[src/rtl/ctl_long_carry.sv]
// EBOX CTL long-carry sequencer: steps multi-word AD operations one word per cycle and generates the ADX carry-in and AR/ARX load strobes.
// Optional carry trace ports (carryHist, carrySticky) are built when CTL_CARRY_TRACE_EN is defined.
module ctl_long_carry #(
   parameter int NWORDS = 2,
   parameter int CNTW   = $clog2(NWORDS + 1)
) (
   input  logic            eboxClk,
   input  logic            eboxReset_n,
   input  logic            start,
   input  logic [CNTW-1:0] nWords,
   input  logic            abort,
   input  logic            hold,
   input  logic            CRAM_ADcarry,
   input  logic            spec_XCRY_AR0,
   input  logic            PCplus1inh,
   input  logic            AR0,
   input  logic            ADcarryOut,
   output logic            ADXcarry36,
   output logic            ADlong,
   output logic            busy,
   output logic            done,
   output logic [CNTW-1:0] wordIdx,
   output logic            CTL_ARX_LOAD,
   output logic            CTL_AR00to08load,
   output logic            CTL_AR09to17load,
   output logic            CTL_ARRload
`ifdef CTL_CARRY_TRACE_EN
   ,
   output logic [NWORDS-1:0] carryHist,
   output logic              carrySticky
`endif
);

   typedef enum logic [1:0] {
      ST_IDLE = 2'd0,
      ST_WORD = 2'd1,
      ST_DONE = 2'd2
   } state_t;

   state_t          state, state_nxt;
   logic [CNTW-1:0] idx;
   logic [CNTW-1:0] last;
   logic [CNTW-1:0] n_norm;
   logic            carry_q;
   logic            save_flags;
   logic            xcry;
   logic            cram;
   logic            word0_cin;
   logic            ar_load;
   logic            accept;
   logic            advance;
   logic            is_last;

   // Word count as actually run: zero means one word, oversize clamps to NWORDS.
   always_comb begin
      if (nWords == '0)
         n_norm = CNTW'(1);
      else if (nWords > CNTW'(NWORDS))
         n_norm = CNTW'(NWORDS);
      else
         n_norm = nWords;
   end

   assign accept    = (state == ST_IDLE) && start && !abort;
   assign is_last   = (idx == last);
   assign advance   = (state == ST_WORD) && !hold && !abort;
   assign word0_cin = ~save_flags & ((AR0 & xcry) ^ cram);

   // NOTE: the state register uses non-blocking assignment; the next-state
   // logic below is combinational, so every output gets a default first to
   // keep it latch-free.
   always_ff @(posedge eboxClk or negedge eboxReset_n) begin
      if (!eboxReset_n)
         state <= ST_IDLE;
      else
         state <= state_nxt;
   end

   always_comb begin
      state_nxt    = state;
      busy         = 1'b0;
      done         = 1'b0;
      ADlong       = 1'b0;
      ADXcarry36   = 1'b0;
      CTL_ARX_LOAD = 1'b0;
      ar_load      = 1'b0;
      case (state)
         ST_IDLE: begin
            if (accept)
               state_nxt = ST_WORD;
         end
         ST_WORD: begin
            busy       = 1'b1;
            ADlong     = (last != '0);
            ADXcarry36 = (idx == '0) ? word0_cin : carry_q;
            if (!hold) begin
               CTL_ARX_LOAD = !is_last;
               ar_load      = is_last;
            end
            if (abort)
               state_nxt = ST_IDLE;
            else if (!hold && is_last)
               state_nxt = ST_DONE;
         end
         ST_DONE: begin
            busy      = 1'b1;
            done      = 1'b1;
            state_nxt = ST_IDLE;
         end
         default: state_nxt = ST_IDLE;
      endcase
   end

   assign CTL_AR00to08load = ar_load;
   assign CTL_AR09to17load = ar_load;
   assign CTL_ARRload      = ar_load;
   assign wordIdx          = idx;

   // Operation context: latched at start, word index and inter-word carry
   // stepped on each non-held WORD cycle.
   always_ff @(posedge eboxClk or negedge eboxReset_n) begin
      if (!eboxReset_n) begin
         idx        <= '0;
         last       <= '0;
         carry_q    <= 1'b0;
         save_flags <= 1'b0;
         xcry       <= 1'b0;
         cram       <= 1'b0;
      end else begin
         case (state)
            ST_IDLE: begin
               if (accept) begin
                  idx        <= '0;
                  carry_q    <= 1'b0;
                  last       <= n_norm - CNTW'(1);
                  save_flags <= PCplus1inh & spec_XCRY_AR0;
                  xcry       <= spec_XCRY_AR0;
                  cram       <= CRAM_ADcarry;
               end
            end
            ST_WORD: begin
               if (abort) begin
                  idx     <= '0;
                  carry_q <= 1'b0;
               end else if (!hold && !is_last) begin
                  carry_q <= ADcarryOut;
                  idx     <= idx + CNTW'(1);
               end
            end
            default: begin
               idx     <= '0;
               carry_q <= 1'b0;
            end
         endcase
      end
   end

`ifdef CTL_CARRY_TRACE_EN
   always_ff @(posedge eboxClk or negedge eboxReset_n) begin
      if (!eboxReset_n) begin
         carryHist   <= '0;
         carrySticky <= 1'b0;
      end else begin
         if (accept)
            carryHist <= '0;
         else if (advance) begin
            for (int k = 0; k < NWORDS; k++) begin
               if (idx == CNTW'(k))
                  carryHist[k] <= ADcarryOut;
            end
         end
         if (advance && is_last && ADcarryOut)
            carrySticky <= 1'b1;
      end
   end
`endif

endmodule

[config.mk]
export PLATFORM = sky130hd
export DESIGN_NAME = ctl_long_carry
export DESIGN_NICKNAME = d
export VERILOG_FILES = /design/src/rtl/ctl_long_carry.sv
export SDC_FILE = /design/constraint.sdc
export NUM_CORES = 1
export LEC_CHECK = 0
export BUFFER_PORTS_ARGS = -buffer_cell sky130_fd_sc_hd__buf_4
export CELL_PAD_IN_SITES_DETAIL_PLACEMENT = 0
export CELL_PAD_IN_SITES_GLOBAL_PLACEMENT = 1
export CORE_ASPECT_RATIO = 0.9
export CORE_MARGIN = 10
export CORE_UTILIZATION = 37
export CTS_CLUSTER_DIAMETER = 50
export CTS_CLUSTER_SIZE = 16
export DETAILED_ROUTE_END_ITERATION = 10
export PLACE_DENSITY_LB_ADDON = 0.1
export SLEW_MARGIN = 20
export SYNTH_ARGS = -nofsm -noshare
export SYNTH_HDL_FRONTEND = slang
export SYNTH_SLANG_ARGS = --single-unit
export TNS_END_PERCENT = 5
[constraint.sdc]
create_clock -name eboxClk -period 3.4 [get_ports eboxClk]
set_clock_uncertainty 0.2 [all_clocks]
set_input_delay 0.51 -clock eboxClk [delete_from_list [all_inputs] [get_ports eboxClk]]
set_output_delay 0.51 -clock eboxClk [all_outputs]
set_load 0.03 [all_outputs]
Word level (Yosys, flattened, before mapping)
Cells that the tools add are included.
{ "word_totals": {"reg_bits": 10, "in_bits": 12, "output_inout_bits": 10} }
{ "classes": {"add_sub_neg": 2, "magnitude_cmp": 1, "eq_ne": 6, "mux": 23, "n_bitwise": 5, "reduce_logical": 15} }
{ "op_table": {"columns": ["op", "count"], "rows": [
  ["2-bit two-way mux", 8],
  ["1-bit two-way mux", 12],
  ["2-bit one-hot mux with 2 select lines", 2],
  ["2-bit logical NOT", 3],
  ["3-bit by 2-bit inequality test with 1-bit output, second input constant", 2],
  ["2-bit AND reduction", 3],
  ["1-bit logical AND", 4],
  ["1-bit bitwise AND", 3],
  ["1-bit logical NOT", 3],
  ["2-bit by 1-bit adder with 2-bit output, second input constant", 1],
  ["2-bit by 1-bit == test with 1-bit output, second input constant", 1],
  ["2-bit == test", 1],
  ["2-bit == test, second input constant", 1],
  ["2-bit greater-than comparator, second input constant", 1],
  ["2-bit inequality test, second input constant", 1],
  ["1-bit one-hot mux with 2 select lines", 1],
  ["2-bit nonzero test", 1],
  ["2-bit OR reduction", 1],
  ["2-bit by 1-bit subtractor with 2-bit output, second input constant", 1],
  ["1-bit inverter", 1],
  ["1-bit XOR", 1]
]} }

Longest topological paths before layout
Gate-level depths: netlist of run 1.
{ "logic_depth": {"depth_word": 6, "mapped_depth": 6, "mapped_depth_nobuf": 6} }

Worst setup path before layout of run 1
No wires, ideal clock.
{ "synth_path": {"path_type": "register to output", "from": "register idx[0] (netlist: wordIdx[0])", "to": "output port CTL_AR09to17load", "arrival_time_ps": 1454, "required_time_ps": 2690, "setup_slack_ps": 1236, "stages_incl_launch_ff": 5, "cell_sequence": "dfrtp_1 > xnor2_1 > and2_4 > and3_2 > buf_4"} }
{ "synth_via": {"elab_chain_cells": 3} }
{ "synth_rtl": {"columns": ["element", "line", "rtl"], "rows": [
  ["start: declaration", "41", "logic [CNTW-1:0] idx;"],
  ["start signal: assignment", "147", "idx <= idx + CNTW'(1);"],
  ["2-bit == test", "65", "assign is_last = (idx == last);"],
  ["1-bit two-way mux", "96", "if (!hold) begin"],
  ["1-bit two-way mux", "87", "case (state)"],
  ["end: declaration", "25", "output logic CTL_AR09to17load,"]
]} }
No other way between the ends.

Final worst setup path of run 1
Ends and elaborated chain as after synthesis.

==> results of run 1 <==
## layout make-up
type | count | area, um2 | area share
sequential | 10 | 250 | 0.319
multi-input combinational | 36 | 295 | 0.377
tap | 15 | 18.8 | 0.0240
timing repair buffer | 21 | 160 | 0.204
inverter | 6 | 22.5 | 0.0288
clock buffer | 4 | 36.3 | 0.0463
## power breakdown
| part | internal [mW] | switching, mW |
|---|---|---|
| combinational | 0.140 | 0.182 |
| clock | 0.0651 | 0.0438 |
| sequential | 0.156 | 0.0264 |
| total | 0.362 | 0.252 |
## placed cells by master, fill, tap and decap left out, drive strengths merged
cell type	n
nand3b	1
dfrtp	10
nor2b	1
nor4b	1
o21a	2
nand2	3
a21oi	2
xor2	1
xnor2	2
and2	3
a31oi	2
dlygate4sd3	1
nor3b	1
buf	20
and3	1
a22o	2
inv	6
clkbuf	4
o21ai	5
ha	4
nand2b	1
mux2	4
## cell families after synthesis
family,synth area share
buffers and inverters,0.0644
multiplexers,0.0772
adder cells (fa/ha/maj),0.0858
XOR/XNOR,0.0451
AND/OR/NAND/NOR,0.157
flip-flops,0.429
AO/OA/AOI/OAI,0.142
## worst max-delay path by stage
stage	from	endpoint	slack [ps]	cells after the start
floorplan	wordIdx[0]$_DFFE_PN0P_	CTL_AR09to17load	1240	4
global placement	AR0	ADXcarry36	1450	6
detailed placement	AR0	ADXcarry36	1440	6
CTS	wordIdx[0]$_DFFE_PN0P_	CTL_ARRload	1130	4
global route	wordIdx[0]$_DFFE_PN0P_	CTL_ARRload	1020	4
finish	wordIdx[0]$_DFFE_PN0P_	CTL_AR09to17load	1130	4
## sequential cells by signal, summed over array words and instances (netlist names)
| signal | count |
|---|---|
| xcry | 1 |
| cram | 1 |
| carry_q | 1 |
| state | 2 |
| last | 2 |
| save_flags | 1 |
| wordIdx | 2 |
## through the flow
step	hold slack (ps)	total power, mW	area (um2)
final	262	0.614	783
after CTS	253	0.625	783
after global routing	261	0.665	783
after detailed placement	147	0.512	737
after global placement	148	0.509	737
after floorplan	14.4	0.422	583
## layer usage
layer / GRT usage / wire length [um] / up-vias
met3: 0.0523 / 126 / 3
met2: 0.120 / 591 / 15
met1: 0.0918 / 555 / 199
li1: - / - / 229
met5: 0 / 0 / -
met4: 0.0191 / 13 / 0
## synth_stat cells (all sizes together)
library cell,count,area [um2]
ha,4,50.1
a31oi,2,12.5
xnor2,2,17.5
dfrtp,10,250
o21ai,5,25.0
nor4b,1,23.8
inv,6,22.5
xor2,1,8.76
nor3b,1,7.51
and3,1,7.51
a21oi,2,10.0
o21a,2,15.0
buf,2,15.0
and2,3,21.3
a22o,2,20.0
nand2b,1,6.26
mux2,4,45.0
nand3b,1,7.51
nand2,3,11.3
nor2b,1,6.26
==> reports/qor.csv, run 1 <==
stage;metric;value;unit
final_layout;Fill cells;145;
detailed_routing;Final ANT Viol Nets;0;
timing;Fmax;440;MHz
clock_network;CTS tree;built;
detailed_routing;Vias/cell;4.85;
placed_design;worst slack, placed;1440;ps
worst_setup_path;setup slack, reg-to-reg;1710;ps
yosys;post-synthesis cell area;583;um2
grt;initial antenna violation count;0;
clock_network;post-cts sizing count;0;
grt;first-pass GRT wire length;2.17;mm
floorplan;DIE WIDTH;61.8;um
final_layout;Final Core Density;0.535;
timing;setup TNS;0;ps
worst_setup_path;nature of the critical path endpoint;primary output;
worst_setup_path;FF-to-FF End;wordIdx[0]$_DFFE_PN0P_;
min_path;hold_sp;ADcarryOut;
grt;pin count of the biggest net entering global routing;11;
min_path;Hold Crit Class;input port to flop;
job;MaxCap Viol Count;0;
detailed_routing;drt drc;0;
yosys;Seq cells post-synth;10;
floorplan;FP Rows;13;
min_path;end of the worst hold path;carry_q$_DFFE_PN0P_;
worst_setup_path;Critical Path Fanout Max;4;
timing;slew margin rel.;0.740;
worst_setup_path;worst endpoint required time;2690;ps
clock_network;CTS H-tree depth;1;
worst_setup_path;slowest stage delay, CP;430;ps
pwr;Leak Pwr;0.385;nW
clock_network;Hold Buf Count CTS;1;
min_path;hold path depth;2;
clock_network;Sink Count;10;
timing;final setup vio count;0;
floorplan;Core Area;0.00146;mm2
detailed_routing;Routed WL per cell;14.0;um
worst_setup_path;R2R depth;5;
yosys;Cells after Synth;54;
detailed_routing;initial DRC count;9;
final_layout;Final nets;94;
worst_setup_path;CP cell instances;xnor2_1 > and2_4 > and3_2 > buf_4;
grt;GRT Overall Usage;0.0799;
detailed_routing;DR vias;446;
pwr;PwrDens;784;mW/mm2
clock_network;clock insertion delay at the later pin of the skew report;270;ps
detailed_routing;DR pass1 iterations;4;
final_layout;# diodes;0;
grt;gr ovfl total;0;
timing;fin. max-slew vios;0;
outcome;outcome;completed;
yosys;post-synth cell types;21;
final_layout;area grow syn2layout;34.3;%
placed_design;routability cong.;0.698;
floorplan;initial core utilization;0.398;
worst_setup_path;CP top delay family;flip-flops;
clock_network;Post-CTS Setup Inserts;0;
timing;crit path time final;2270;ps
yosys;sequential area share after synthesis;0.429;
worst_setup_path;type of origin of the critical path;flop;
worst_setup_path;crit path DAT;1560;ps
final_layout;fin cells;92;
clock_network;Num CTS Buffers;3;
worst_setup_path;FF-to-FF Start;state[1]$_DFFE_PN0P_;
final_layout;share of post-route cells with drive strength above 1;0.429;
timing;RSZ-0062 raised after global routing;false;
timing;Fin. Hold Viols;0;
floorplan;I/O Pins;22;
placed_design;cell total after placement;87;
timing;measured slew at the worst slew-check pin;386;ps
timing;Tcrit/Tclk final;0.668;
yosys;Mapped Nets;70;
clock_network;clk root buf;clkbuf_4;
grt;vias in the first global route;494;
worst_setup_path;Buf/Inv on CP;1;
timing;post-route worst setup slack;1130;ps
detailed_routing;WL final;1.29;mm
floorplan;Die Area;0.00357;mm2
yosys;Synth Warn #;0;
worst_setup_path;Crit Path Class;flop to primary output;
clock_network;Worst-path clk slew;70;ps
pwr;maximum vdd drop;0.399;mV
yosys;Syn Area/Cell;10.8;um2
worst_setup_path;slowest CP cell;dfrtp_1;
floorplan;die height;57.7;um
placed_design;Port Buffers;20;
placed_design;DP Wirelength;1.03;mm
clock_network;clk buf depth;2;
No activity file was read; power rests on OpenSTA's default activity.
==> run 2: changes to the inputs <==
--- a/config.mk
+++ b/config.mk
@@ -5,12 +5,13 @@
 export SDC_FILE = /design/constraint.sdc
 export NUM_CORES = 1
 export LEC_CHECK = 0
+export ABC_AREA = 1
 export BUFFER_PORTS_ARGS = -buffer_cell sky130_fd_sc_hd__buf_4
 export CELL_PAD_IN_SITES_DETAIL_PLACEMENT = 0
 export CELL_PAD_IN_SITES_GLOBAL_PLACEMENT = 1
 export CORE_ASPECT_RATIO = 0.9
 export CORE_MARGIN = 10
-export CORE_UTILIZATION = 37
+export CORE_UTILIZATION = 30
 export CTS_CLUSTER_DIAMETER = 50
 export CTS_CLUSTER_SIZE = 16
 export DETAILED_ROUTE_END_ITERATION = 10
==> constraint.sdc (replaced) <==
create_clock -name eboxClk -period 2.05 [get_ports eboxClk]
set_clock_uncertainty 0.2 [all_clocks]
set_input_delay 0.3075 -clock eboxClk [delete_from_list [all_inputs] [get_ports eboxClk]]
set_output_delay 0.3075 -clock eboxClk [all_outputs]
set_load 0.03 [all_outputs]
==> run 2 against run 1 <==
Effect of this change:
- clock-buffer cell count is 1 lower
- power is 96% higher
- sequential share of layout area is 3.2 points lower
- sequential cell count stayed put
- critical endpoint is now ADXcarry36
==> reports/qor.csv, run 2 <==
stage;metric;value;unit;change
timing;slew margin rel.;0.850;;was 0.740
worst_setup_path;crit path DAT;1470;ps;was 1560 ps
clock_network;CTS tree;built;;unchanged
placed_design;routability cong.;0.747;;was 0.698
yosys;Seq cells post-synth;10;;unchanged
final_layout;area grow syn2layout;33.6;%;was 34.3%
final_layout;# diodes;0;;unchanged
final_layout;most common cell after layout, fill and taps aside;nand2_1;;was buf_4
worst_setup_path;nature of the critical path endpoint;primary output;;unchanged
final_layout;most frequent cells in the layout;nand2_1 (26), buf_4 (20), inv_1 (14);;was buf_4 (20), dfrtp_1 (10), inv_1 (6)
grt;GRT Overall Usage;0.0721;;was 0.0799
pwr;maximum vdd drop;0.753;mV;was 0.399 mV
yosys;Synth top area share;0.384;;was 0.429
timing;final setup vio count;0;;unchanged
worst_setup_path;Critical Path Fanout Max;2;;was 4
worst_setup_path;R2R depth;8;;was 5
detailed_routing;DR vias;576;;was 446
yosys;commonest cells in the netlist;nand2_1 (26), inv_1 (14), dfrtp_1 (10), nand2_2 (6), nor2_1 (6);;was dfrtp_1 (10), inv_1 (6), o21ai_0 (5), ha_1 (4), mux2_2 (4)
clock_network;CTS H-tree depth;1;;unchanged
final_layout;Final nets;129;;was 94
timing;fin. max-slew vios;0;;unchanged
detailed_routing;Vias/cell;4.24;;was 4.85
detailed_routing;Final ANT Viol Nets;0;;unchanged
floorplan;I/O Pins;22;;unchanged
yosys;post-synthesis cell area;652;um2;was 583 um2
placed_design;Port Buffers;20;;unchanged
floorplan;FP Rows;15;;was 13
clock_network;Sink Count;10;;unchanged
final_layout;share of post-route cells with drive strength above 1;0.378;;was 0.429
worst_setup_path;type of origin of the critical path;flop;;unchanged
floorplan;Core Area;0.00199;mm2;was 0.00146 mm2
timing;crit path time final;1980;ps;
grt;first-pass GRT wire length;2.67;mm;was 2.17 mm
yosys;top_reg_cell synth;dfrtp_1;;unchanged
yosys;post-synth cell types;17;;was 21
clock_network;clk buf depth;2;;unchanged
grt;pin count of the biggest net entering global routing;11;;unchanged
yosys;Async SR Flop Fraction;1.00;;unchanged
clock_network;Num CTS Buffers;3;;unchanged
job;MaxCap Viol Count;0;;unchanged
detailed_routing;initial DRC count;13;;was 9
yosys;Synth Warn #;0;;unchanged
worst_setup_path;slowest stage delay, CP;390;ps;was 430 ps
worst_setup_path;worst endpoint required time;1540;ps;was 2690 ps
min_path;hold path depth;3;;was 2
timing;Fmax;506;MHz;
yosys;number of flops mapped to enable cells by yosys;0;;unchanged
placed_design;DP Wirelength;1.24;mm;was 1.03 mm
floorplan;initial core utilization;0.328;;was 0.398
worst_setup_path;slowest CP cell;dfrtp_1;;unchanged
yosys;sequential area share after synthesis;0.384;;was 0.429
timing;worst hold margin;40.7;ps;was 262 ps
timing;measured slew at the worst slew-check pin;224;ps;was 386 ps
grt;initial antenna violation count;0;;unchanged
outcome;outcome;completed;;unchanged
yosys;Syn Area/Cell;7.41;um2;was 10.8 um2
floorplan;DIE WIDTH;69.1;um;was 61.8 um
pwr;PwrDens;1380;mW/mm2;was 784 mW/mm2
yosys;cell taking the most area after synthesis;dfrtp_1;;unchanged
yosys;Cells after Synth;88;;was 54
worst_setup_path;CP cell instances;inv_2 > ha_2 > or2_2 > a21oi_2 > buf_6;;was xnor2_1 > and2_4 > and3_2 > buf_4
clock_network;clock insertion delay at the later pin of the skew report;260;ps;was 270 ps
timing;Tcrit/Tclk final;0.964;;
worst_setup_path;Crit Path Class;flop to primary output;;unchanged
detailed_routing;WL final;1.50;mm;was 1.29 mm
floorplan;die height;64.2;um;was 57.7 um
grt;vias in the first global route;604;;was 494
clock_network;Worst-path clk slew;70;ps;about the same
yosys;synth top area cells;dfrtp_1 (38%), nand2_1 (15%), inv_1 (8.1%);;was dfrtp_1 (43%), ha_1 (8.6%), mux2_2 (7.7%)
detailed_routing;DR pass1 iterations;3;;was 4
pwr;Leak Pwr;0.477;nW;was 0.385 nW
timing;Fin. Hold Viols;0;;unchanged
detailed_routing;drt drc;0;;unchanged
yosys;top-count cell post-synth;nand2_1;;was dfrtp_1
timing;post-route worst setup slack;74.0;ps;was 1130 ps
yosys;Mapped Nets;104;;was 70
floorplan;Die Area;0.00444;mm2;was 0.00357 mm2
detailed_routing;Routed WL per cell;11.0;um;was 14.0 um
grt;gr ovfl total;0;;unchanged
clock_network;clk root buf;clkbuf_4;;unchanged
min_path;Hold Crit Class;input port to flop;;unchanged
placed_design;worst slack, placed;245;ps;was 1440 ps
## run 2: layer usage
layer / GRT usage / share of wire / vias up
met5: 0 / 0 / -
met4: 0.0151 / 0.0094 / 0
met3: 0.0463 / 0.097 / 2
met2: 0.112 / 0.43 / 17
met1: 0.0816 / 0.46 / 249
li1: - / - / 308
## run 2: area by class of cell
cell class                      count  area, um2
Clock buffer                        3       22.5
Fill cell                         229       1120
Inverter                           17       63.8
Multi-Input combinational cell     59        332
Sequential cell                    10        250
Tap cell                           25       31.3
Timing Repair Buffer               22        171
## run 2: per-stage QoR
step,power (mW),util,instance area [um2],std cells,setup TNS (ps)
after floorplan,0.874,-,656,88,-133
final,1.21,0.438,871,136,0
after detailed placement,1.06,0.413,822,131,0
after global routing,1.32,0.438,871,136,-0.416
after CTS,1.22,0.433,862,136,0
after global placement,1.06,0.413,822,131,0
## run 2: logic make-up (layout without fill, tap and decap cells)
logic type | Yosys count | in the layout | share of synthesized area
AO/OA/AOI/OAI | 4 | 4 | 0.0307
XOR/XNOR | 1 | 1 | 0.0134
adder cells (fa/ha/maj) | 4 | 4 | 0.0768
buffers and inverters | 19 | 42 | 0.121
flip-flops | 10 | 10 | 0.384
AND/OR/NAND/NOR | 50 | 50 | 0.374
## run 2: power by group
| group | switching (mW) | internal [mW] | total, mW |
|---|---|---|---|
| clock network | 0.0648 | 0.0676 | 0.132 |
| registers | 0.0416 | 0.268 | 0.310 |
| logic | 0.486 | 0.277 | 0.763 |
| total | 0.593 | 0.613 | 1.21 |
## run 2: path summary, 6_finish.rpt
check                                              end                    from  slack [ps]
worst max-delay path                        ADXcarry36  wordIdx[0]$_DFFE_PN0P_          70
worst min-delay path                  cram$_DFFE_PN0P_            CRAM_ADcarry          40
worst max register to register  wordIdx[1]$_DFFE_PN0P_    state[0]$_DFFE_PN0P_         490
worst min register to register        xcry$_DFFE_PN0P_        xcry$_DFFE_PN0P_         280
max in group asynchronous          carry_q$_DFFE_PN0P_             eboxReset_n        1290
min in group asynchronous         state[0]$_DFFE_PN0P_             eboxReset_n         200
## run 2: worst max-delay path: cells and delay by family, from the launching register on
family	cells	cell delay, ps
AOI/OAI and AO/OA	1	140
DFF	1	390
and+or+nand+nor	1	300
adders and majority gates	1	180
buffers and inverters	2	200
## run 2: what timing repair did
item	4_1_cts	5_1_grt
endpoints found under the hold margin	10	0
setup endpoints to repair	1	4
cloned	0	0
hold buffers	1	0
pin swaps	0	1
buffers inserted	1	0
resized for setup	0	3
==> run 3: changes to the inputs <==
--- a/config.mk
+++ b/config.mk
@@ -9,7 +9,7 @@
 export BUFFER_PORTS_ARGS = -buffer_cell sky130_fd_sc_hd__buf_4
 export CELL_PAD_IN_SITES_DETAIL_PLACEMENT = 0
 export CELL_PAD_IN_SITES_GLOBAL_PLACEMENT = 1
-export CORE_ASPECT_RATIO = 0.9
+export CORE_ASPECT_RATIO = 1.1
 export CORE_MARGIN = 10
 export CORE_UTILIZATION = 30
 export CTS_CLUSTER_DIAMETER = 50
==> run 3 against run 2 <==
Effect of this change:
- sequential cell count is the same
- sequential power shrank 1%
- power grew 3.4%
- clock power grew 36%
- setup slack gained 42 ps
- routed wire length shrank 1.3%
- core utilization shrank 0.27 points
- final area grew 2.0%
- global-route usage grew 0.31 points
- critical path depth is the same
- critical endpoint unchanged
- largest power group unchanged
==> reports/qor.csv, run 3 (synthesis results as in run 2) <==
stage;metric;value;unit;change
outcome;outcome;completed;;unchanged
worst_setup_path;CP cell instances;inv_2 > ha_1 > or2_4 > a21oi_2 > buf_6;;was inv_2 > ha_2 > or2_2 > a21oi_2 > buf_6
pwr;Leak Pwr;0.487;nW;was 0.477 nW
timing;RSZ-0062 raised after global routing;false;;
worst_setup_path;FF-to-FF End;carry_q$_DFFE_PN0P_;;was wordIdx[1]$_DFFE_PN0P_
worst_setup_path;slowest stage delay, CP;380;ps;was 390 ps
timing;slew margin rel.;0.854;;was 0.850
grt;first-pass GRT wire length;2.59;mm;was 2.67 mm
clock_network;clock insertion delay at the later pin of the skew report;260;ps;about the same
floorplan;Die Area;0.00444;mm2;about the same
timing;measured slew at the worst slew-check pin;219;ps;was 224 ps
min_path;Hold Crit Class;input port to flop;;unchanged
worst_setup_path;type of origin of the critical path;flop;;unchanged
placed_design;cell total after placement;134;;was 131
floorplan;initial core utilization;0.319;;was 0.328
worst_setup_path;crit path DAT;1430;ps;was 1470 ps
timing;worst hold margin;37.9;ps;was 40.7 ps
pwr;PwrDens;1400;mW/mm2;was 1380 mW/mm2
worst_setup_path;R2R depth;8;;unchanged
timing;setup TNS;0;ps;unchanged
worst_setup_path;slowest CP cell;dfrtp_1;;unchanged
placed_design;Port Buffers;20;;unchanged
detailed_routing;detailed-route wire length on metal 1;634;um;was 694 um
final_layout;# diodes;0;;unchanged
grt;pin count of the biggest net entering global routing;11;;unchanged
clock_network;clk root buf;clkbuf_4;;unchanged
worst_setup_path;setup slack, reg-to-reg;510;ps;was 490 ps
timing;Fin. Hold Viols;0;;unchanged
grt;gr ovfl total;0;;unchanged
detailed_routing;max layer used;met4;;unchanged
detailed_routing;drt drc;0;;unchanged
detailed_routing;Vias/cell;4.00;;was 4.24
worst_setup_path;Worst Setup SP;wordIdx[0]$_DFFE_PN0P_;;unchanged
worst_setup_path;Critical Path Fanout Max;2;;unchanged
timing;Tcrit/Tclk final;0.943;;was 0.964
detailed_routing;DR pass1 iterations;4;;was 3
detailed_routing;Final ANT Viol Nets;0;;unchanged
detailed_routing;routed length on met2;741;um;was 640 um
detailed_routing;Routed WL per cell;10.5;um;was 11.0 um
timing;Fmax;517;MHz;was 506 MHz
timing;crit path time final;1930;ps;was 1980 ps
floorplan;DIE WIDTH;64.4;um;was 69.1 um
final_layout;most common cell after layout, fill and taps aside;nand2_1;;unchanged
detailed_routing;DR vias;560;;was 576
pwr;maximum vdd drop;0.505;mV;was 0.753 mV
floorplan;FP Rows;17;;was 15
job;MaxCap Viol Count;0;;unchanged
clock_network;CTS tree;built;;unchanged
placed_design;DP Area;826;um2;was 822 um2
clock_network;CTS H-tree depth;1;;unchanged
floorplan;die height;68.9;um;was 64.2 um
pwr;total power;1.25;mW;was 1.21 mW
final_layout;share of post-route cells with drive strength above 1;0.375;;was 0.378
worst_setup_path;FF-to-FF Start;state[0]$_DFFE_PN0P_;;unchanged
timing;final setup vio count;0;;unchanged
worst_setup_path;crit path capture;ADXcarry36;;unchanged
timing;fin. max-slew vios;0;;unchanged
placed_design;routability cong.;0.718;;was 0.747
final_layout;most frequent cells in the layout;nand2_1 (26), buf_4 (20), inv_1 (14);;unchanged
grt;initial antenna violation count;0;;unchanged
grt;vias in the first global route;576;;was 604
clock_network;Sink Count;10;;unchanged
placed_design;DP Wirelength;1.20;mm;was 1.24 mm
detailed_routing;initial DRC count;12;;was 13
detailed_routing;met3 WL post-DR;89;um;was 145 um
floorplan;Core Area;0.00204;mm2;was 0.00199 mm2
final_layout;Final nets;129;;unchanged
clock_network;clk buf depth;2;;unchanged
detailed_routing;WL final;1.48;mm;was 1.50 mm
worst_setup_path;worst endpoint required time;1540;ps;about the same
floorplan;I/O Pins;22;;unchanged
clock_network;Worst-path clk slew;70;ps;about the same
grt;GRT Overall Usage;0.0752;;was 0.0721
final_layout;fin cells;140;;was 136
worst_setup_path;Crit Path Class;flop to primary output;;unchanged
worst_setup_path;nature of the critical path endpoint;primary output;;unchanged
clock_network;Num CTS Buffers;3;;unchanged
final_layout;area grow syn2layout;36.3;%;was 33.6%
final_layout;fin area;888;um2;was 871 um2
[run 3: cell types whose count changed in the layout (fill, tap and decap cells not counted), sizes merged]
cell | before | now
clkbuf | 3 | 4
[run 3: cell type report]
class | count | area, um2
Clock buffer | 4 | 36.3
Fill cell | 218 | 1150
Inverter | 17 | 63.8
Multi-Input combinational cell | 59 | 332
Sequential cell | 10 | 250
Tap cell | 28 | 35.0
Timing Repair Buffer | 22 | 171
[run 3: power by group]
part | internal (mW) | total [mW] | switching [mW]
sequential | 0.268 | 0.306 | 0.0384
combinational | 0.275 | 0.761 | 0.486
clock | 0.108 | 0.179 | 0.0712
total | 0.651 | 1.25 | 0.596
[run 3: layer usage]
layer	up-vias	GRT usage
met5	-	0
met4	0	0.0321
met3	2	0.0322
met2	10	0.126
met1	236	0.0830
li1	312	-
[run 3: how the worst min path moves through the flow]
| stage | from | to | slack, ps | cells past startpoint |
|---|---|---|---|---|
| floorplan | eboxReset_n | carry_q$_DFFE_PN0P_ | -190 | 0 |
| global placement | eboxReset_n | wordIdx[0]$_DFFE_PN0P_ | -50 | 1 |
| detailed placement | eboxReset_n | wordIdx[0]$_DFFE_PN0P_ | -50 | 1 |
| CTS | CRAM_ADcarry | cram$_DFFE_PN0P_ | 30 | 3 |
| global route | CRAM_ADcarry | cram$_DFFE_PN0P_ | 30 | 3 |
| finish | CRAM_ADcarry | cram$_DFFE_PN0P_ | 40 | 3 |
[run 3: repair_timing]
action                                 4_1_cts  5_1_grt
buffers inserted                             1        0
endpoints found under the hold margin       10        0
pin swaps                                    0        1
hold buffers                                 1        0
setup endpoints to repair                    1        4
cloned                                       0        0
resized for setup                            0        3
[run 3: worst max-delay path, delay by kind of cell, from the launching register on]
family	cells	cell delay [ps]
simple gates	1	250
flops	1	380
fa+ha+maj	1	210
compound gates	1	130
buf+inv	2	190
[run 3: stage by stage]
step,setup WS [ps],util
after global placement,247,0.404
after CTS,7.61,0.431
final,116,0.435
after global routing,18.9,0.435
after detailed placement,243,0.404
after floorplan,-66.7,-
